### src/rtl/score_display_pkg.sv
// Shared types and default constants for the score display controller.
package score_display_pkg;

  typedef enum logic [1:0] {
    ST_IDLE       = 2'd0,
    ST_PLAY       = 2'd1,
    ST_OVER_SCORE = 2'd2,
    ST_OVER_BEST  = 2'd3
  } state_t;

  localparam int SCAN_DIV_DEF     = 1000;
  localparam int HOLD_TICKS_DEF   = 500;
  localparam int BLINK_TICKS_DEF  = 125;
  localparam int BLINK_PHASES_DEF = 6;

  // Bits needed to hold the values 0..n.
  function automatic int cnt_w(input int n);
    return (n < 1) ? 1 : $clog2(n + 1);
  endfunction

endpackage

### src/rtl/scan_tick_gen.sv
// Prescaler: registered one-cycle tick every DIV clocks, first tick DIV clocks after reset.
module scan_tick_gen #(
  parameter int DIV = 1000
) (
  input  logic clk,
  input  logic reset,
  output logic tick
);

  localparam int W = $clog2(DIV);
  localparam logic [W-1:0] TC = W'(DIV - 1);

  logic [W-1:0] cnt;

  always_ff @(posedge clk or negedge reset) begin
    if (!reset) begin
      cnt  <= '0;
      tick <= 1'b0;
    end else begin
      tick <= (cnt == TC);
      cnt  <= (cnt == TC) ? '0 : cnt + W'(1);
    end
  end

endmodule

### src/rtl/score_display_ctrl.sv
// Score display sequencer: live score, then alternating final score / best.
// Optional record blink on the final-score phase is built when SCORE_BLINK_EN is defined.
module score_display_ctrl
  import score_display_pkg::*;
#(
  parameter int SCAN_DIV     = SCAN_DIV_DEF,
  parameter int HOLD_TICKS   = HOLD_TICKS_DEF,
  parameter int BLINK_TICKS  = BLINK_TICKS_DEF,
  parameter int BLINK_PHASES = BLINK_PHASES_DEF
) (
  input  logic       clk,
  input  logic       reset,
  input  logic       game_start,
  input  logic       game_over,
  input  logic [7:0] score,
  input  logic [7:0] best,
  output logic [7:0] disp_data,
  output logic       disp_blank,
  output logic       scan_en,
  output logic       new_record
);

  localparam int HW = cnt_w(HOLD_TICKS);
  localparam logic [HW-1:0] HOLD_TC = HW'(HOLD_TICKS - 1);

  state_t        state, state_nxt;
  logic [7:0]    snap, snap_nxt, data_nxt;
  logic          nr_nxt;
  logic [HW-1:0] hold_cnt, hold_nxt;

  scan_tick_gen #(.DIV(SCAN_DIV)) u_tick (
    .clk   (clk),
    .reset (reset),
    .tick  (scan_en)
  );

  always_comb begin
    state_nxt = state;
    snap_nxt  = snap;
    nr_nxt    = new_record;
    hold_nxt  = hold_cnt;
    case (state)
      ST_IDLE: begin
        if (game_start) begin
          state_nxt = ST_PLAY;
          nr_nxt    = 1'b0;
        end
      end
      ST_PLAY: begin
        if (game_over) begin
          state_nxt = ST_OVER_SCORE;
          snap_nxt  = score;
          nr_nxt    = (score > best);
          hold_nxt  = '0;
        end
      end
      default: begin
        // Over states: a new round preempts the alternation, even on a tick cycle.
        if (game_start) begin
          state_nxt = ST_PLAY;
          nr_nxt    = 1'b0;
          hold_nxt  = '0;
        end else if (scan_en) begin
          if (hold_cnt >= HOLD_TC) begin
            state_nxt = (state == ST_OVER_SCORE) ? ST_OVER_BEST : ST_OVER_SCORE;
            hold_nxt  = '0;
          end else begin
            hold_nxt  = hold_cnt + HW'(1);
          end
        end
      end
    endcase
  end

  always_comb begin
    data_nxt = best;
    case (state_nxt)
      ST_PLAY:       data_nxt = score;
      ST_OVER_SCORE: data_nxt = snap_nxt;
      default:       data_nxt = best;
    endcase
  end

  always_ff @(posedge clk or negedge reset) begin
    if (!reset) begin
      state      <= ST_IDLE;
      snap       <= '0;
      new_record <= 1'b0;
      hold_cnt   <= '0;
      disp_data  <= '0;
    end else begin
      state      <= state_nxt;
      snap       <= snap_nxt;
      new_record <= nr_nxt;
      hold_cnt   <= hold_nxt;
      disp_data  <= data_nxt;
    end
  end

`ifdef SCORE_BLINK_EN
  localparam int BW = cnt_w(BLINK_TICKS);
  localparam int PW = cnt_w(BLINK_PHASES);
  localparam logic [BW-1:0] BLINK_TC = BW'(BLINK_TICKS - 1);
  localparam logic [PW-1:0] PH_MAX   = PW'(BLINK_PHASES);

  logic [BW-1:0] bcnt, bcnt_nxt;
  logic [PW-1:0] bph, bph_nxt;
  logic          blk_clr, blank_nxt;

  assign blk_clr = (state == ST_PLAY && game_over) ||
                   ((state == ST_OVER_SCORE || state == ST_OVER_BEST) && game_start);

  // Blink progress only moves during the final-score phase and is kept across OVER_BEST.
  always_comb begin
    bcnt_nxt = bcnt;
    bph_nxt  = bph;
    if (blk_clr) begin
      bcnt_nxt = '0;
      bph_nxt  = '0;
    end else if (state == ST_OVER_SCORE && scan_en && new_record && bph < PH_MAX) begin
      if (bcnt >= BLINK_TC) begin
        bcnt_nxt = '0;
        bph_nxt  = bph + PW'(1);
      end else begin
        bcnt_nxt = bcnt + BW'(1);
      end
    end
    blank_nxt = (state_nxt == ST_OVER_SCORE) && nr_nxt && (bph_nxt < PH_MAX) && !bph_nxt[0];
  end

  always_ff @(posedge clk or negedge reset) begin
    if (!reset) begin
      bcnt       <= '0;
      bph        <= '0;
      disp_blank <= 1'b0;
    end else begin
      bcnt       <= bcnt_nxt;
      bph        <= bph_nxt;
      disp_blank <= blank_nxt;
    end
  end
`else
  assign disp_blank = 1'b0;
`endif

endmodule

### config.mk
export PLATFORM = sky130hd
export DESIGN_NAME = score_display_ctrl
export DESIGN_NICKNAME = d
export VERILOG_FILES = /design/src/rtl/score_display_pkg.sv /design/src/rtl/scan_tick_gen.sv /design/src/rtl/score_display_ctrl.sv
export SDC_FILE = /design/constraint.sdc
export NUM_CORES = 1
export LEC_CHECK = 0
export BUFFER_PORTS_ARGS = -buffer_cell sky130_fd_sc_hd__buf_2
export CAP_MARGIN = 25
export CORE_MARGIN = 8
export CORE_UTILIZATION = 30
export CTS_CLUSTER_DIAMETER = 150
export DETAILED_ROUTE_END_ITERATION = 16
export PLACE_DENSITY = 0.54
export SYNTH_ARGS = -nofsm -noshare
export SYNTH_HDL_FRONTEND = slang
export SYNTH_SLANG_ARGS = --single-unit
### constraint.sdc
create_clock -name clk -period 4 [get_ports clk]
set_clock_uncertainty 0.1 [all_clocks]
set_input_delay 0.6 -clock clk [delete_from_list [all_inputs] [get_ports clk]]
set_output_delay 0.6 -clock clk [all_outputs]
set_load 0.005 [all_outputs]
==> results.md, run 1 <==
* run status: finished clean
* Worst path most repeated cell: sky130_fd_sc_hd__ha_1
* full die area: 9817 µm²
* CTS tree: built
* Post-CTS Setup Bufs: 0
* post-route clock period utilization: 0.6806
* worst path required time: 4.05 ns
* remaining routing DRC violations: 0
* number of synthesized register bits: 39
* maximum vdd drop: 0.3011 mV
* syn nets: 237
* ordered list of cells on the worst path: ha_1 > a2111oi_4 > nor3_2 > nand2_1 > o311ai_0 > ha_1 > a221oi_1 > a21oi_1
* Clock Sink Count: 39
* die boundary width: 99.08 µm
* arrival time reported for the critical path endpoint: 2.78 ns
* most used cells in the layout excluding fill and tap cells: sky130_fd_sc_hd__dfrtp_1 (39), sky130_fd_sc_hd__buf_2 (29), sky130_fd_sc_hd__nand2_1 (26), sky130_fd_sc_hd__inv_1 (15), sky130_fd_sc_hd__nand3_1 (15)
* average wire per cell in the routed design: 14.34 µm
* startpoint of the lowest-slack register-to-register path: hold_cnt[0]$_DFFE_PN0P_
* routed vias/inst: 5.070
* worst min-delay path category: in -> async
* final setup TNS: 0 ns
* cell at the slowest stage of the critical path: sky130_fd_sc_hd__dfrtp_1
* number of design-rule violations left by the first detailed-router iteration: 42
* unrepaired setup endpoints after global routing: false
* row count: 30
* Util after Layout: 0.3548
* async set-reset flop share out of synthesis: 1.000
* number of max-cap violations: 0
* number of hold-slack violations in the final timing report: 0
* clock tree buffer depth: 2
* number of cells on the critical path: 8
* CP bufs+invs: 0
* count of nets after finishing: 266
* buffer type at the clock tree root: sky130_fd_sc_hd__clkbuf_8
* remaining number of nets flagged by the antenna check after routing: 0
* number of antenna diodes: 0
* Synth Instances: 205
* Max Freq: 367.3 MHz
* global-route wire length before repair: 7.886 mm
* first-pass iteration count of the detailed router: 4
* number of enable flip-flop cells after synthesis: 0
* area of the mapped netlist: 2071 µm²
* wire length after detailed routing: 4.516 mm
* Congestion Overflow GR: 0
* commonest non-fill, non-tap cell in the layout: sky130_fd_sc_hd__dfrtp_1
* Detailed Place HPWL: 3.302 mm
* Least-Margin Pin Slew: 0.8743 ns
* Tot GR Track Use: 0.09778
* H-tree depth reported by CTS: 2
* initial antenna violation count: 0
* Crit path max-delay family: compound AO/OA/AOI/OAI gates
* overall die height: 99.08 µm
* total power per unit cell area: 580.3 nW/µm²
* via count of the routed design: 1597
* ports placed on the boundary: 31
* Pleak: 1.097 nW
* quantity of hold-fixing buffers added after cts: 0
* kind of start point of the critical path: flip-flop
* min cycle time layout: 2.722 ns
* worst-case register-to-register setup slack: 1.28 ns
* max-slew violation total from the final report: 0
* Worst path max stage delay: 0.48 ns
* number of distinct standard cells referenced by the synthesized netlist: 46
* reg2reg path depth: 8
* Clk pin slew, worst setup/hold paths: 0.08 ns
* IO buf count: 29
* core area: 6756 µm²
* starting density of the core: 0.3065
* WS Path Type: reg -> reg
* number of warnings printed during yosys synthesis: 0
* sequential share of the synthesized area: 0.4713
* overall power after layout: 1.391 mW
* total of endpoints with negative setup slack in the final report: 0
* endpoint of the most critical register-to-register path: disp_data[5]$_DFF_PN0_
* number of buffers created by CTS: 5
* Main synth FF type: sky130_fd_sc_hd__dfrtp_1
* Critical Path End Type: flip-flop
* fraction of final layout cells with drive strength greater than 1: 0.2213
* Placer Congestion: 0.7940
* FILL cells: 707
* area added between synthesis and finish: 15.77%
* post-synthesis area per instance: 10.10 µm²
* number of gates given a new drive strength after cts: 0
* clock latency of the later-clocked register in the worst-skew pair: 0.29 ns
* pin count of the biggest net entering global routing: 40
* critical-path maximum fanout: 16
* worst max-slew margin expressed relative to the limit: 0.4171
* via count of the first global-routing pass: 1683
## final cells by class
type	instances	area, µm²	share of cell area
repair buffers	29	145.1	0.06054
flip-flops and latches	39	975.9	0.4071
inverters	15	56.30	0.02349
well taps	80	100.1	0.04175
clock buffers	6	82.58	0.03445
multi-input cells	144	1002	0.4181
clock inverters	2	35.03	0.01461
## cell families after synthesis
| logic type | after synthesis | synth area share |
|---|---|---|
| other | 1 | 0.001811 |
| xor gates and xnor gates | 6 | 0.02538 |
| adders and majority gates | 12 | 0.07251 |
| buffers and inverters | 22 | 0.04471 |
| DFF | 39 | 0.4713 |
| and+or+nand+nor | 73 | 0.1813 |
| muxes | 8 | 0.04351 |
| AOI/OAI and AO/OA | 44 | 0.1595 |
## where the power goes
part / total, mW / internal [mW] / leakage, nW / switching [mW]
sequential: 0.557 / 0.504 / 0.491 / 0.0530
combinational: 0.491 / 0.215 / 0.545 / 0.276
clock: 0.343 / 0.202 / 0.0612 / 0.141
total: 1.39 / 0.921 / 1.10 / 0.470
## how the worst max path moves through the flow
| stage | to | start |
|---|---|---|
| final | disp_data[5]$_DFF_PN0_ | hold_cnt[0]$_DFFE_PN0P_ |
| after global routing | disp_data[7]$_DFF_PN0_ | hold_cnt[0]$_DFFE_PN0P_ |
| after CTS | disp_data[5]$_DFF_PN0_ | hold_cnt[0]$_DFFE_PN0P_ |
| after detailed placement | disp_data[5]$_DFF_PN0_ | hold_cnt[0]$_DFFE_PN0P_ |
| after global placement | disp_data[5]$_DFF_PN0_ | hold_cnt[0]$_DFFE_PN0P_ |
| after floorplan | disp_data[6]$_DFF_PN0_ | hold_cnt[0]$_DFFE_PN0P_ |
## state kept, by name (all words and copies together) (netlist names)
register     count
state            2
disp_data        8
hold_cnt         9
new_record       1
u_tick.tick      1
u_tick.cnt      10
snap             8
## layer usage
layer,track usage,wire [µm],vias to the layer above
li1,-,-,802
met1,0.1195,2114,761
met2,0.1590,2156,27
met3,0.02255,145,7
met4,0.04540,99,0
met5,0,0,-
## synthesized netlist by cell type (2+ instances only)
master | count | area [µm²]
sky130_fd_sc_hd__xnor2_1 | 3 | 26.28
sky130_fd_sc_hd__ha_1 | 12 | 150.1
sky130_fd_sc_hd__nor2b_1 | 2 | 12.51
sky130_fd_sc_hd__clkbuf_1 | 3 | 11.26
sky130_fd_sc_hd__a221oi_1 | 8 | 70.07
sky130_fd_sc_hd__nand4_1 | 2 | 12.51
sky130_fd_sc_hd__o22ai_1 | 2 | 12.51
sky130_fd_sc_hd__o2111ai_1 | 3 | 26.28
sky130_fd_sc_hd__xor2_1 | 3 | 26.28
sky130_fd_sc_hd__or4_1 | 2 | 15.01
sky130_fd_sc_hd__nor3_1 | 2 | 10.01
sky130_fd_sc_hd__inv_1 | 15 | 56.30
sky130_fd_sc_hd__nand2_1 | 26 | 97.59
sky130_fd_sc_hd__dfrtp_1 | 39 | 975.9
sky130_fd_sc_hd__and4_1 | 2 | 17.52
sky130_fd_sc_hd__nand2b_1 | 3 | 18.77
sky130_fd_sc_hd__nor2_1 | 7 | 26.28
sky130_fd_sc_hd__a21oi_1 | 11 | 55.05
sky130_fd_sc_hd__nand3_1 | 15 | 75.07
sky130_fd_sc_hd__and3_1 | 3 | 18.77
sky130_fd_sc_hd__mux2_2 | 8 | 90.09
sky130_fd_sc_hd__or3_1 | 3 | 18.77
sky130_fd_sc_hd__o21ai_0 | 8 | 40.04
## through the flow
stage	instances	hold WS [ns]	cell area (µm²)	worst slack, ns
2_1_floorplan	205	0.2044	2071	1.520
3_3_place_gp	307	0.3533	2280	1.359
3_5_place_dp	307	0.3519	2280	1.260
4_1_cts	315	0.3617	2397	1.202
5_1_grt	315	0.4031	2397	0.9838
6_report	315	0.3258	2397	1.278
Power figures use the tool's default switching activity.
==> run 2, diff against run 1 <==
==> constraint.sdc (replaced) <==
create_clock -name clk -period 2.85 [get_ports clk]
set_clock_uncertainty 0.1 [all_clocks]
set_input_delay 0.4275 -clock clk [delete_from_list [all_inputs] [get_ports clk]]
set_output_delay 0.4275 -clock clk [all_outputs]
set_load 0.005 [all_outputs]
==> results.md, run 2 (synthesis results as in run 1) <==
* via count of the first global-routing pass: 1643
* full die area: 9817 µm²
* count of nets after finishing: 267
* IO buf count: 29
* Post-CTS Setup Bufs: 0
* Worst path most repeated cell: sky130_fd_sc_hd__ha_1
* Congestion Overflow GR: 0
* overall die height: 99.08 µm
* number of flip-flops in the largest register: 10
* top flop regs: u_tick.cnt: 10 flops, hold_cnt: 9 flops
* cell at the slowest stage of the critical path: sky130_fd_sc_hd__ha_1
* WS Path Type: reg -> reg
* ports placed on the boundary: 31
* commonest non-fill, non-tap cell in the layout: sky130_fd_sc_hd__dfrtp_1
* die boundary width: 99.08 µm
* remaining number of nets flagged by the antenna check after routing: 0
* Clk pin slew, worst setup/hold paths: 0.08 ns
* Sequential Power Share: 0.425
* largest reg by FF count: u_tick.cnt
* number of buffers created by CTS: 5
* Detailed Place HPWL: 3.306 mm
* number of gates given a new drive strength after cts: 0
* Least-Margin Pin Slew: 0.8771 ns
* core area: 6756 µm²
* starting density of the core: 0.3065
* unrepaired setup endpoints after global routing: false
* Comb power frac: 0.377
* max-slew violation total from the final report: 0
* ordered list of cells on the worst path: ha_1 > a2111oi_4 > nor3_2 > a21o_2 > o311ai_0 > ha_1 > a221oi_1 > a21oi_1
* wire length after detailed routing: 4.446 mm
* total power per unit cell area: 776.7 nW/µm²
* number of max-cap violations: 0
* number of antenna diodes: 0
* FILL cells: 709
* routed vias/inst: 5.095
* Internal Power: 1.182 mW
* most used cells in the layout excluding fill and tap cells: sky130_fd_sc_hd__dfrtp_1 (39), sky130_fd_sc_hd__buf_2 (29), sky130_fd_sc_hd__nand2_1 (26), sky130_fd_sc_hd__inv_1 (15), sky130_fd_sc_hd__nand3_1 (15)
* kind of start point of the critical path: flip-flop
* global-route wire length before repair: 7.624 mm
* clock tree buffer depth: 2
* share of total power consumed by net switching: 0.3580
* part of the total power dissipated in the clock network: 0.198
* worst max-slew margin expressed relative to the limit: 0.4152
* remaining routing DRC violations: 0
* Placer Congestion: 0.7399
* buffer type at the clock tree root: sky130_fd_sc_hd__clkbuf_8
* Placement Setup Slack: 0.2153 ns
* critical-path maximum fanout: 16
* total of endpoints with negative setup slack in the final report: 0
* pin count of the biggest net entering global routing: 40
* min cycle time layout: 2.644 ns
* Critical Path End Type: flip-flop
* NetSw: 0.6592 mW
* initial antenna violation count: 0
* row count: 30
* Setup WS post-layout: 0.2058 ns
* Max Freq: 378.2 MHz
* Crit path max-delay family: compound AO/OA/AOI/OAI gates
* final setup TNS: 0 ns
* via count of the routed design: 1610
* CTS tree: built
* area added between synthesis and finish: 14.50%
* run status: finished clean
* H-tree depth reported by CTS: 2
* arrival time reported for the critical path endpoint: 2.70 ns
* Tot GR Track Use: 0.09587
* worst min-delay path category: in -> async
* CP bufs+invs: 0
* Worst path max stage delay: 0.47 ns
* number of hold-slack violations in the final timing report: 0
* maximum vdd drop: 0.3112 mV
* Clock Sink Count: 39
* quantity of hold-fixing buffers added after cts: 0
* fraction of final layout cells with drive strength greater than 1: 0.2246
* Pleak: 1.088 nW
* clock latency of the later-clocked register in the worst-skew pair: 0.29 ns
* number of design-rule violations left by the first detailed-router iteration: 33
* first-pass iteration count of the detailed router: 4
* post-route clock period utilization: 0.9278
* average wire per cell in the routed design: 14.07 µm
* worst path required time: 2.91 ns
-- run 2: path summary, 6_finish.rpt --
check	endpoint	start	slack [ns]	cells after the start
setup / recovery	disp_data[5]$_DFF_PN0_	hold_cnt[0]$_DFFE_PN0P_	0.21	8
min in group clk	disp_data[0]$_DFF_PN0_	best[0]	0.29	3
hold / removal	u_tick.tick$_DFF_PN0_	reset	0.15	1
setup reg to reg	disp_data[5]$_DFF_PN0_	hold_cnt[0]$_DFFE_PN0P_	0.21	8
hold reg to reg	u_tick.cnt[0]$_DFF_PN0_	u_tick.cnt[0]$_DFF_PN0_	0.36	1
max in group asynchronous	new_record$_DFFE_PN0P_	reset	1.95	1
-- run 2: metal layers --
metal  GRT usage  vias to the layer above  routed length, µm
met5           0                        -                  0
met4     0.04540                        0                 82
met3     0.02678                        6                125
met2      0.1622                       15               2160
met1      0.1091                      786               2078
li1            -                      803                  -
-- run 2: layout make-up --
class / instances / area (µm²) / area share
flip-flops and latches: 39 / 975.9 / 0.4116
inverters: 15 / 56.30 / 0.02375
clock inverters: 3 / 15.01 / 0.006332
repair buffers: 30 / 152.6 / 0.06438
clock buffers: 5 / 68.82 / 0.02902
well taps: 80 / 100.1 / 0.04222
multi-input cells: 144 / 1002 / 0.4227
-- run 2: power groups by stage --
stage               registers, mW  clock network, mW  logic [mW]
finish                      0.782              0.364       0.695
global route                0.807              0.402       0.781
CTS                         0.785              0.380       0.704
detailed placement          0.797                  0       0.698
global placement            0.793                  0       0.688
floorplan                   0.787                  0       0.495
-- run 2: stage by stage --
stage          hold WS [ns]  utilization  std cells  power, mW  instance area [µm²]
2_1_floorplan       0.03191            -        205      1.282                 2071
3_3_place_gp         0.3488       0.3385        308      1.482                 2287
3_5_place_dp         0.3507       0.3385        308      1.494                 2287
4_1_cts              0.1860       0.3509        316      1.869                 2371
5_1_grt              0.2135       0.3509        316      1.990                 2371
6_report             0.1546       0.3509        316      1.841                 2371
